$ cat config.mk
export PLATFORM = sky130hd
export DESIGN_NAME = multicycle_ctrl_fsm_flat
export DESIGN_NICKNAME = d
export VERILOG_FILES = /design/src/rtl/multicycle_ctrl_fsm_if.sv /design/src/rtl/multicycle_ctrl_fsm.sv /design/src/flat_wrapper.sv
export SDC_FILE = /design/constraint.sdc
export NUM_CORES = 1
export LEC_CHECK = 0
export BUFFER_PORTS_ARGS = -buffer_cell sky130_fd_sc_hd__buf_2
export CORE_ASPECT_RATIO = 0.8
export CORE_UTILIZATION = 47
export CTS_CLUSTER_SIZE = 25
export DETAILED_ROUTE_END_ITERATION = 7
export GPL_TIMING_DRIVEN = 0
export MAX_ROUTING_LAYER = met4
export PLACE_DENSITY = 0.86
export SYNTH_ARGS = -nofsm -noshare
export SYNTH_HDL_FRONTEND = slang
export SYNTH_SLANG_ARGS = --single-unit
$ cat constraint.sdc
create_clock -name CLK -period 2.2 [get_ports CLK]
set_input_delay 0.22 -clock CLK [delete_from_list [all_inputs] [get_ports CLK]]
set_output_delay 0.22 -clock CLK [all_outputs]
set_load 0.01 [all_outputs]
$ cat src/rtl/multicycle_ctrl_fsm_if.sv
// Memory handshake bundle for the multicycle control unit.
// The controller raises ins_req / data_req and waits for the matching ack.
// Memory latency is therefore variable. An ack that arrives while its req
// is low has no effect.
interface multicycle_ctrl_fsm_if;
  logic ins_req;   // instruction fetch request
  logic ins_ack;   // instruction memory data valid
  logic data_req;  // data memory request
  logic data_ack;  // data memory transfer done

  // Controller side: issues requests, receives acknowledges
  modport master (
    output ins_req,
    output data_req,
    input  ins_ack,
    input  data_ack
  );

  // Memory side: observes requests, returns acknowledges
  modport slave (
    input  ins_req,
    input  data_req,
    output ins_ack,
    output data_ack
  );
endinterface

$ cat src/rtl/multicycle_ctrl_fsm.sv
// Multicycle control unit for MultiCycle_CPU.
// Sequences IF/ID/EXE/EXE_B/MEM/WB for each opcode class. Instruction and
// data memory use req/ack handshakes, so their latency is variable.
// A bounded wait-state counter drives the design into a sticky ERR state.
// A retired-instruction counter counts completed instructions.
// Datapath controls are decoded combinationally from state and opcode.
// The ack and zero inputs also feed some controls directly.
module multicycle_ctrl_fsm #(
  parameter int OPW     = 6,
  parameter int ALUOPW  = 3,
  parameter int CNTW    = 32,
  parameter int TIMEOUT = 16
) (
  input  logic                  CLK,
  input  logic                  RST_n,
  multicycle_ctrl_fsm_if.master mem_if,
  input  logic [OPW-1:0]        opcode_i,
  input  logic                  zero_i,
  output logic                  PCWre_o,
  output logic                  IRWre_o,
  output logic                  RegWre_o,
  output logic                  DataMemRW_o,
  output logic                  ALUSrcB_o,
  output logic                  ALUM2Reg_o,
  output logic                  WrRegData_o,
  output logic [1:0]            ExtSel_o,
  output logic [1:0]            RegOut_o,
  output logic [1:0]            PCSrc_o,
  output logic [ALUOPW-1:0]     ALUOp_o,
  output logic [2:0]            state_o,
  output logic [CNTW-1:0]       retired_o,
  output logic                  err_o
);

  // Opcode map (instruction[31:26])
  localparam logic [OPW-1:0] OP_R    = OPW'(6'h00);
  localparam logic [OPW-1:0] OP_LW   = OPW'(6'h27);
  localparam logic [OPW-1:0] OP_SW   = OPW'(6'h2B);
  localparam logic [OPW-1:0] OP_BEQ  = OPW'(6'h04);
  localparam logic [OPW-1:0] OP_J    = OPW'(6'h02);
  localparam logic [OPW-1:0] OP_JAL  = OPW'(6'h03);
  localparam logic [OPW-1:0] OP_JR   = OPW'(6'h08);
  localparam logic [OPW-1:0] OP_ORI  = OPW'(6'h0D);
  localparam logic [OPW-1:0] OP_ANDI = OPW'(6'h0C);
  localparam logic [OPW-1:0] OP_HALT = OPW'(6'h3F);

  // The wait counter must hold TIMEOUT-1. With the timeout disabled it only
  // saturates, so a single bit is enough.
  localparam int WAITW = (TIMEOUT > 1) ? $clog2(TIMEOUT + 1) : 1;
  localparam logic [WAITW-1:0] WAIT_LAST = (TIMEOUT > 0) ? WAITW'(TIMEOUT - 1) : '0;
  localparam logic [WAITW-1:0] WAIT_MAX  = '1;

  typedef enum logic [2:0] {
    S_IF    = 3'd0,
    S_ID    = 3'd1,
    S_EXE   = 3'd2,
    S_EXE_B = 3'd3,
    S_MEM   = 3'd4,
    S_WB    = 3'd5,
    S_HALT  = 3'd6,
    S_ERR   = 3'd7
  } state_e;

  state_e            state_q, state_d;
  logic [WAITW-1:0]  wait_q, wait_d;
  logic [CNTW-1:0]   retired_q, retired_d;
  logic              err_q, err_d;

  logic              is_r_s, is_lw_s, is_sw_s, is_beq_s, is_j_s, is_jal_s;
  logic              is_jr_s, is_zext_s, is_halt_s;
  logic              waiting_s, timeout_hit_s, retire_s;

  logic              ins_req_s, data_req_s;
  logic              pcwre_s, irwre_s, regwre_s, memrw_s;
  logic              alusrcb_s, alum2reg_s, wrregdata_s;
  logic [1:0]        extsel_s, regout_s, pcsrc_s;
  logic [ALUOPW-1:0] aluop_s;

  // Opcode class decode; opcode comes from IR and is stable from ID to WB
  always_comb begin
    is_r_s    = (opcode_i == OP_R);
    is_lw_s   = (opcode_i == OP_LW);
    is_sw_s   = (opcode_i == OP_SW);
    is_beq_s  = (opcode_i == OP_BEQ);
    is_j_s    = (opcode_i == OP_J);
    is_jal_s  = (opcode_i == OP_JAL);
    is_jr_s   = (opcode_i == OP_JR);
    is_zext_s = (opcode_i == OP_ORI) || (opcode_i == OP_ANDI);
    is_halt_s = (opcode_i == OP_HALT);
  end

  // Wait detection: a request is outstanding and its ack has not arrived
  always_comb begin
    waiting_s = ((state_q == S_IF)  && !mem_if.ins_ack) ||
                ((state_q == S_MEM) && !mem_if.data_ack);
    if (TIMEOUT != 0) begin
      timeout_hit_s = waiting_s && (wait_q == WAIT_LAST);
    end else begin
      timeout_hit_s = 1'b0;
    end
  end

  // Next-state and decoded datapath controls for the current state
  always_comb begin
    state_d     = state_q;
    retire_s    = 1'b0;
    ins_req_s   = 1'b0;
    data_req_s  = 1'b0;
    pcwre_s     = 1'b0;
    irwre_s     = 1'b0;
    regwre_s    = 1'b0;
    memrw_s     = 1'b0;
    alusrcb_s   = 1'b0;
    alum2reg_s  = 1'b0;
    wrregdata_s = 1'b0;
    extsel_s    = 2'b00;
    regout_s    = 2'b00;
    pcsrc_s     = 2'b00;
    aluop_s     = '0;
    case (state_q)
      S_IF: begin
        ins_req_s = 1'b1;
        if (mem_if.ins_ack) begin
          irwre_s = 1'b1;
          state_d = S_ID;
        end else if (timeout_hit_s) begin
          state_d = S_ERR;
        end else begin
          state_d = S_IF;
        end
      end
      S_ID: begin
        if (is_j_s) begin
          pcwre_s  = 1'b1;
          pcsrc_s  = 2'b11;
          retire_s = 1'b1;
          state_d  = S_IF;
        end else if (is_jal_s) begin
          // Link: $31 <- PC+4 through the non-ALU write-data path
          pcwre_s     = 1'b1;
          pcsrc_s     = 2'b11;
          regwre_s    = 1'b1;
          regout_s    = 2'b00;
          wrregdata_s = 1'b0;
          retire_s    = 1'b1;
          state_d     = S_IF;
        end else if (is_jr_s) begin
          pcwre_s  = 1'b1;
          pcsrc_s  = 2'b10;
          retire_s = 1'b1;
          state_d  = S_IF;
        end else if (is_beq_s) begin
          state_d = S_EXE_B;
        end else if (is_halt_s) begin
          state_d = S_HALT;
        end else begin
          state_d = S_EXE;
        end
      end
      S_EXE: begin
        if (is_r_s) begin
          // Function field is decoded by the ALU control downstream
          alusrcb_s = 1'b0;
          aluop_s   = ALUOPW'(3'b111);
        end else if (is_lw_s || is_sw_s) begin
          alusrcb_s = 1'b1;
          aluop_s   = ALUOPW'(3'b000);
        end else begin
          alusrcb_s = 1'b1;
          aluop_s   = ALUOPW'(opcode_i[2:0]);
        end
        extsel_s = is_zext_s ? 2'b00 : 2'b01;
        state_d  = (is_lw_s || is_sw_s) ? S_MEM : S_WB;
      end
      S_EXE_B: begin
        alusrcb_s = 1'b0;
        aluop_s   = ALUOPW'(3'b001);
        extsel_s  = 2'b01;
        pcwre_s   = 1'b1;
        pcsrc_s   = zero_i ? 2'b01 : 2'b00;
        retire_s  = 1'b1;
        state_d   = S_IF;
      end
      S_MEM: begin
        data_req_s = 1'b1;
        memrw_s    = is_sw_s;
        if (mem_if.data_ack) begin
          if (is_sw_s) begin
            pcwre_s  = 1'b1;
            pcsrc_s  = 2'b00;
            retire_s = 1'b1;
            state_d  = S_IF;
          end else begin
            state_d = S_WB;
          end
        end else if (timeout_hit_s) begin
          state_d = S_ERR;
        end else begin
          state_d = S_MEM;
        end
      end
      S_WB: begin
        regwre_s    = 1'b1;
        pcwre_s     = 1'b1;
        pcsrc_s     = 2'b00;
        wrregdata_s = 1'b1;
        alum2reg_s  = is_lw_s;
        regout_s    = is_r_s ? 2'b10 : 2'b01;
        retire_s    = 1'b1;
        state_d     = S_IF;
      end
      S_HALT: begin
        state_d = S_HALT;
      end
      S_ERR: begin
        state_d = S_ERR;
      end
      default: begin
        state_d = S_ERR;
      end
    endcase
  end

  // Wait counter: restarts on each new request phase and saturates
  // instead of rolling over
  always_comb begin
    wait_d = wait_q;
    if ((state_d != state_q) && ((state_d == S_IF) || (state_d == S_MEM))) begin
      wait_d = '0;
    end else if (waiting_s && (wait_q != WAIT_MAX)) begin
      wait_d = wait_q + WAITW'(1);
    end else begin
      wait_d = wait_q;
    end
  end

  // Retired counter (wraps naturally) and the sticky error flag
  always_comb begin
    retired_d = retire_s ? (retired_q + CNTW'(1)) : retired_q;
    err_d     = (state_d == S_ERR) ? 1'b1 : err_q;
  end

  // State, counters and error flag registers
  always_ff @(posedge CLK or negedge RST_n) begin
    if (!RST_n) begin
      state_q   <= S_IF;
      wait_q    <= '0;
      retired_q <= '0;
      err_q     <= 1'b0;
    end else begin
      state_q   <= state_d;
      wait_q    <= wait_d;
      retired_q <= retired_d;
      err_q     <= err_d;
    end
  end

  // While reset is held the state already reads IF. The IF request must
  // still stay low, so every control is forced to zero until release.
  // Releasing reset mid-handshake therefore never issues a write.
  assign mem_if.ins_req  = ins_req_s   & RST_n;
  assign mem_if.data_req = data_req_s  & RST_n;
  assign PCWre_o         = pcwre_s     & RST_n;
  assign IRWre_o         = irwre_s     & RST_n;
  assign RegWre_o        = regwre_s    & RST_n;
  assign DataMemRW_o     = memrw_s     & RST_n;
  assign ALUSrcB_o       = alusrcb_s   & RST_n;
  assign ALUM2Reg_o      = alum2reg_s  & RST_n;
  assign WrRegData_o     = wrregdata_s & RST_n;
  assign ExtSel_o        = extsel_s    & {2{RST_n}};
  assign RegOut_o        = regout_s    & {2{RST_n}};
  assign PCSrc_o         = pcsrc_s     & {2{RST_n}};
  assign ALUOp_o         = aluop_s     & {ALUOPW{RST_n}};
  assign state_o         = state_q;
  assign retired_o       = retired_q;
  assign err_o           = err_q;

endmodule

$ cat src/flat_wrapper.sv
// flat-port wrapper written by rule: the top's interface ports become plain ports
module multicycle_ctrl_fsm_flat 
#(
  parameter int OPW     = 6,
  parameter int ALUOPW  = 3,
  parameter int CNTW    = 32,
  parameter int TIMEOUT = 16
)
  (CLK, RST_n, opcode_i, zero_i, PCWre_o, IRWre_o, RegWre_o, DataMemRW_o, ALUSrcB_o, ALUM2Reg_o, WrRegData_o, ExtSel_o, RegOut_o, PCSrc_o, ALUOp_o, state_o, retired_o, err_o, mem_if_ins_req, mem_if_data_req, mem_if_ins_ack, mem_if_data_ack);
  multicycle_ctrl_fsm_if mem_if_i ();
  input  logic CLK;
  input  logic RST_n;
  input  logic [OPW-1:0] opcode_i;
  input  logic zero_i;
  output logic PCWre_o;
  output logic IRWre_o;
  output logic RegWre_o;
  output logic DataMemRW_o;
  output logic ALUSrcB_o;
  output logic ALUM2Reg_o;
  output logic WrRegData_o;
  output logic [1:0] ExtSel_o;
  output logic [1:0] RegOut_o;
  output logic [1:0] PCSrc_o;
  output logic [ALUOPW-1:0] ALUOp_o;
  output logic [2:0] state_o;
  output logic [CNTW-1:0] retired_o;
  output logic err_o;
  output wire logic [$bits(mem_if_i.ins_req)-1:0] mem_if_ins_req;
  output wire logic [$bits(mem_if_i.data_req)-1:0] mem_if_data_req;
  input wire logic [$bits(mem_if_i.ins_ack)-1:0] mem_if_ins_ack;
  input wire logic [$bits(mem_if_i.data_ack)-1:0] mem_if_data_ack;
  assign mem_if_ins_req = mem_if_i.ins_req;
  assign mem_if_data_req = mem_if_i.data_req;
  assign mem_if_i.ins_ack = mem_if_ins_ack;
  assign mem_if_i.data_ack = mem_if_data_ack;
  multicycle_ctrl_fsm #(.OPW(OPW), .ALUOPW(ALUOPW), .CNTW(CNTW), .TIMEOUT(TIMEOUT)) u_core (.CLK(CLK), .RST_n(RST_n), .mem_if(mem_if_i), .opcode_i(opcode_i), .zero_i(zero_i), .PCWre_o(PCWre_o), .IRWre_o(IRWre_o), .RegWre_o(RegWre_o), .DataMemRW_o(DataMemRW_o), .ALUSrcB_o(ALUSrcB_o), .ALUM2Reg_o(ALUM2Reg_o), .WrRegData_o(WrRegData_o), .ExtSel_o(ExtSel_o), .RegOut_o(RegOut_o), .PCSrc_o(PCSrc_o), .ALUOp_o(ALUOp_o), .state_o(state_o), .retired_o(retired_o), .err_o(err_o));
endmodule
==> results.json <==
{
  "via_per_inst": 5.571,
  "period_share": 0.9516,
  "mostFrequentLayoutCell": "buf_2",
  "path_clk_slew_ns": 0.08,
  "synth_cells": 246,
  "first_pass_iters": 4,
  "coreArea_um2": 4735,
  "crit_type": "in -> out",
  "drv_slew": 0,
  "netlist_area_um2": 2382,
  "cp.arrival_ns": 1.87,
  "layout.cells.most_common_list": "64 x buf_2, 41 x dfrtp_1, 25 x nor2_1",
  "syn-num-nets": 261,
  "seq_area_frac_synth": 0.4307,
  "root_buffer": "clkbuf_8",
  "startpoint_type": "input pin",
  "hold_violations": 0,
  "setup_viol": 0,
  "ioPinCount": 65,
  "max_freq_mhz": 477.7,
  "hpwl_um": 3972,
  "cts.htree.levels": 2,
  "cts_num_sinks": 41,
  "grt_pass1_vias": 1918,
  "ys_warn_count": 0,
  "cp_max_fo": 7,
  "powerDensity_nw_per_um2": 902.3,
  "drt_iter0_drc": 108,
  "gp_congestion": 0.9265,
  "slew_headroom": 0.4762,
  "worstSkewPairLatency_ns": 0.29,
  "synth_ff_type": "dfrtp_1",
  "status": "completed",
  "maxCapViolCount": 0,
  "cts_buffers": 5,
  "post-place-ws_ns": -0.1690,
  "grt_pass1_wl_um": 8873,
  "end_kind": "output port",
  "fin_skew_ns": 0.007699,
  "fp.dieH_um": 65.68,
  "grt_max_degree": 47,
  "synth-edff-count": 0,
  "async_reset_ff_frac": 1.000,
  "initial_utilization": 0.5032,
  "fin_ws_ns": 0.1065,
  "nNetsFinal": 334,
  "drc": 0,
  "p_leak_nw": 1.488,
  "totalWireLength_um": 5377,
  "clockBufferDepth": 2,
  "overflow": 0,
  "ant_nets": 0,
  "irDropWorstVdd_mv": 0.4280,
  "die_x_um": 81.60,
  "finalSetupTns_ns": 0,
  "drive_gt1_frac": 0.3094,
  "min_period_ns": 2.094,
  "worstPathRequired_ns": 1.98,
  "area_delta_synth_final_pct": 24.58,
  "place.port_buffers": 62,
  "hold_path_class": "in -> reg",
  "row_count": 22,
  "rsz0062_at_grt": "false",
  "synth.avg_cell_area_um2": 9.684,
  "worst_slew_pin_slew_ns": 0.7785,
  "cts_tree": "done",
  "grt_usage": 0.2233,
  "ys_ff_latch": 41,
  "num_antenna_cells": 0,
  "grt_antenna_before_repair": 0,
  "wl_per_cell_um": 14.15,
  "synth_cell_type_count": 47,
  "die_area_um2": 5359,
  "via_count": 2117
}
[final cells by class]
class,instances,area [um^2]
Clock inverter,2,38.79
Timing Repair Buffer,66,360.3
Buffer,6,37.54
Clock buffer,6,72.57
Fill cell,386,1767
Multi-Input combinational cell,192,1331
Tap cell,60,75.07
Inverter,7,26.28
Sequential cell,41,1026
[Yosys cell counts (all sizes together), types with 2 or more instances]
cell type	number	area share
dfrtp	41	0.43
nor2	26	0.041
nand2	22	0.035
nand3	20	0.047
xor2	19	0.070
xnor2	15	0.055
nand4	12	0.040
and3	10	0.026
nor3	9	0.019
a21oi	7	0.016
inv	7	0.011
nor4	6	0.026
buf	5	0.014
nor2b	5	0.013
and2	4	0.011
ha	4	0.021
a31oi	3	0.014
o21ai	3	0.0063
a211oi	2	0.0063
a31o	2	0.0074
and4b	2	0.0084
mux2i	2	0.0084
nand2b	2	0.0053
o211ai	2	0.0063
or3	2	0.0053
[final timing paths]
| kind | cells past startpoint | endpoint | slack (ns) | start |
|---|---|---|---|---|
| worst max-delay path | 7 | ALUOp_o[0] | 0.11 | opcode_i[2] |
| worst min-delay path | 2 | u_core.state_o[0] | 0.22 | mem_if_ins_ack |
| worst max register to register | 8 | u_core.wait_q[0] | 0.17 | u_core.wait_q[0] |
| worst min register to register | 1 | u_core.retired_o[31] | 0.47 | u_core.retired_o[31] |
| max in group asynchronous | 3 | u_core.retired_o[13] | 0.55 | RST_n |
| min in group asynchronous | 3 | u_core.retired_o[20] | 0.51 | RST_n |
[worst max-delay path, cell delays in order]
cell and delay (ns):
buf_2 0.13, or3_1 0.38, buf_6 0.15, nor4_1 0.59
a21oi_1 0.09, a21oi_1 0.17, buf_2 0.14
[cell families (layout without fill, tap and decap cells)]
family                     count (synthesis)  after routing  share of synthesized area
xor gates and xnor gates                  34             34                     0.1250
other                                      1              1                   0.001574
muxes                                      3              3                    0.01313
DFF                                       41             41                     0.4307
and+or+nand+nor                          125            125                     0.2952
AOI/OAI and AO/OA                         25             25                    0.08666
buffers and inverters                     13             87                    0.02679
adders and majority gates                  4              4                    0.02101
[layer usage]
| metal | vias to the layer above | GRT usage | routed length [um] |
|---|---|---|---|
| met3 | 8 | 0.04583 | 452 |
| met5 | - | - | 0 |
| met1 | 993 | 0.2938 | 2341 |
| met2 | 98 | 0.3490 | 2543 |
| li1 | 1018 | - | - |
| met4 | 0 | 0.06579 | 39 |
[where the power goes]
group | leakage [nW] | switching, W | internal, W
combinational | 0.889 | 0.000617 | 0.000437
clock | 0.0554 | 0.000261 | 0.000340
sequential | 0.543 | 0.000153 | 0.000870
total | 1.49 | 0.00103 | 0.00165
[through the flow]
stage / hold slack [ns] / power (W) / utilization / instance area [um^2] / instances
after global placement: 0.4152 / 0.001993 / 0.5846 / 2768 / 368
after global routing: 0.2189 / 0.002860 / 0.6269 / 2968 / 380
final: 0.2156 / 0.002678 / 0.6269 / 2968 / 380
after floorplan: -0.07559 / 0.001718 / - / 2382 / 246
after CTS: 0.09961 / 0.002652 / 0.6105 / 2890 / 376
after detailed placement: 0.4147 / 0.002033 / 0.5846 / 2768 / 368
[registers in the layout, indices dropped and copies added (netlist names)]
register and cells:
u_core.err_o 1, u_core.retired_o 32, u_core.state_o 3, u_core.wait_q 5
[what timing repair did]
action | in CTS | in global routing
resized for setup | 2 | 8
setup buffers | 0 | 1
endpoints found under the hold margin | 0 | 17
hold buffers | 0 | 3
pin swaps | 1 | 4
setup endpoints to repair | 5 | 13
Note: power is estimated with default switching activity, not from simulation.
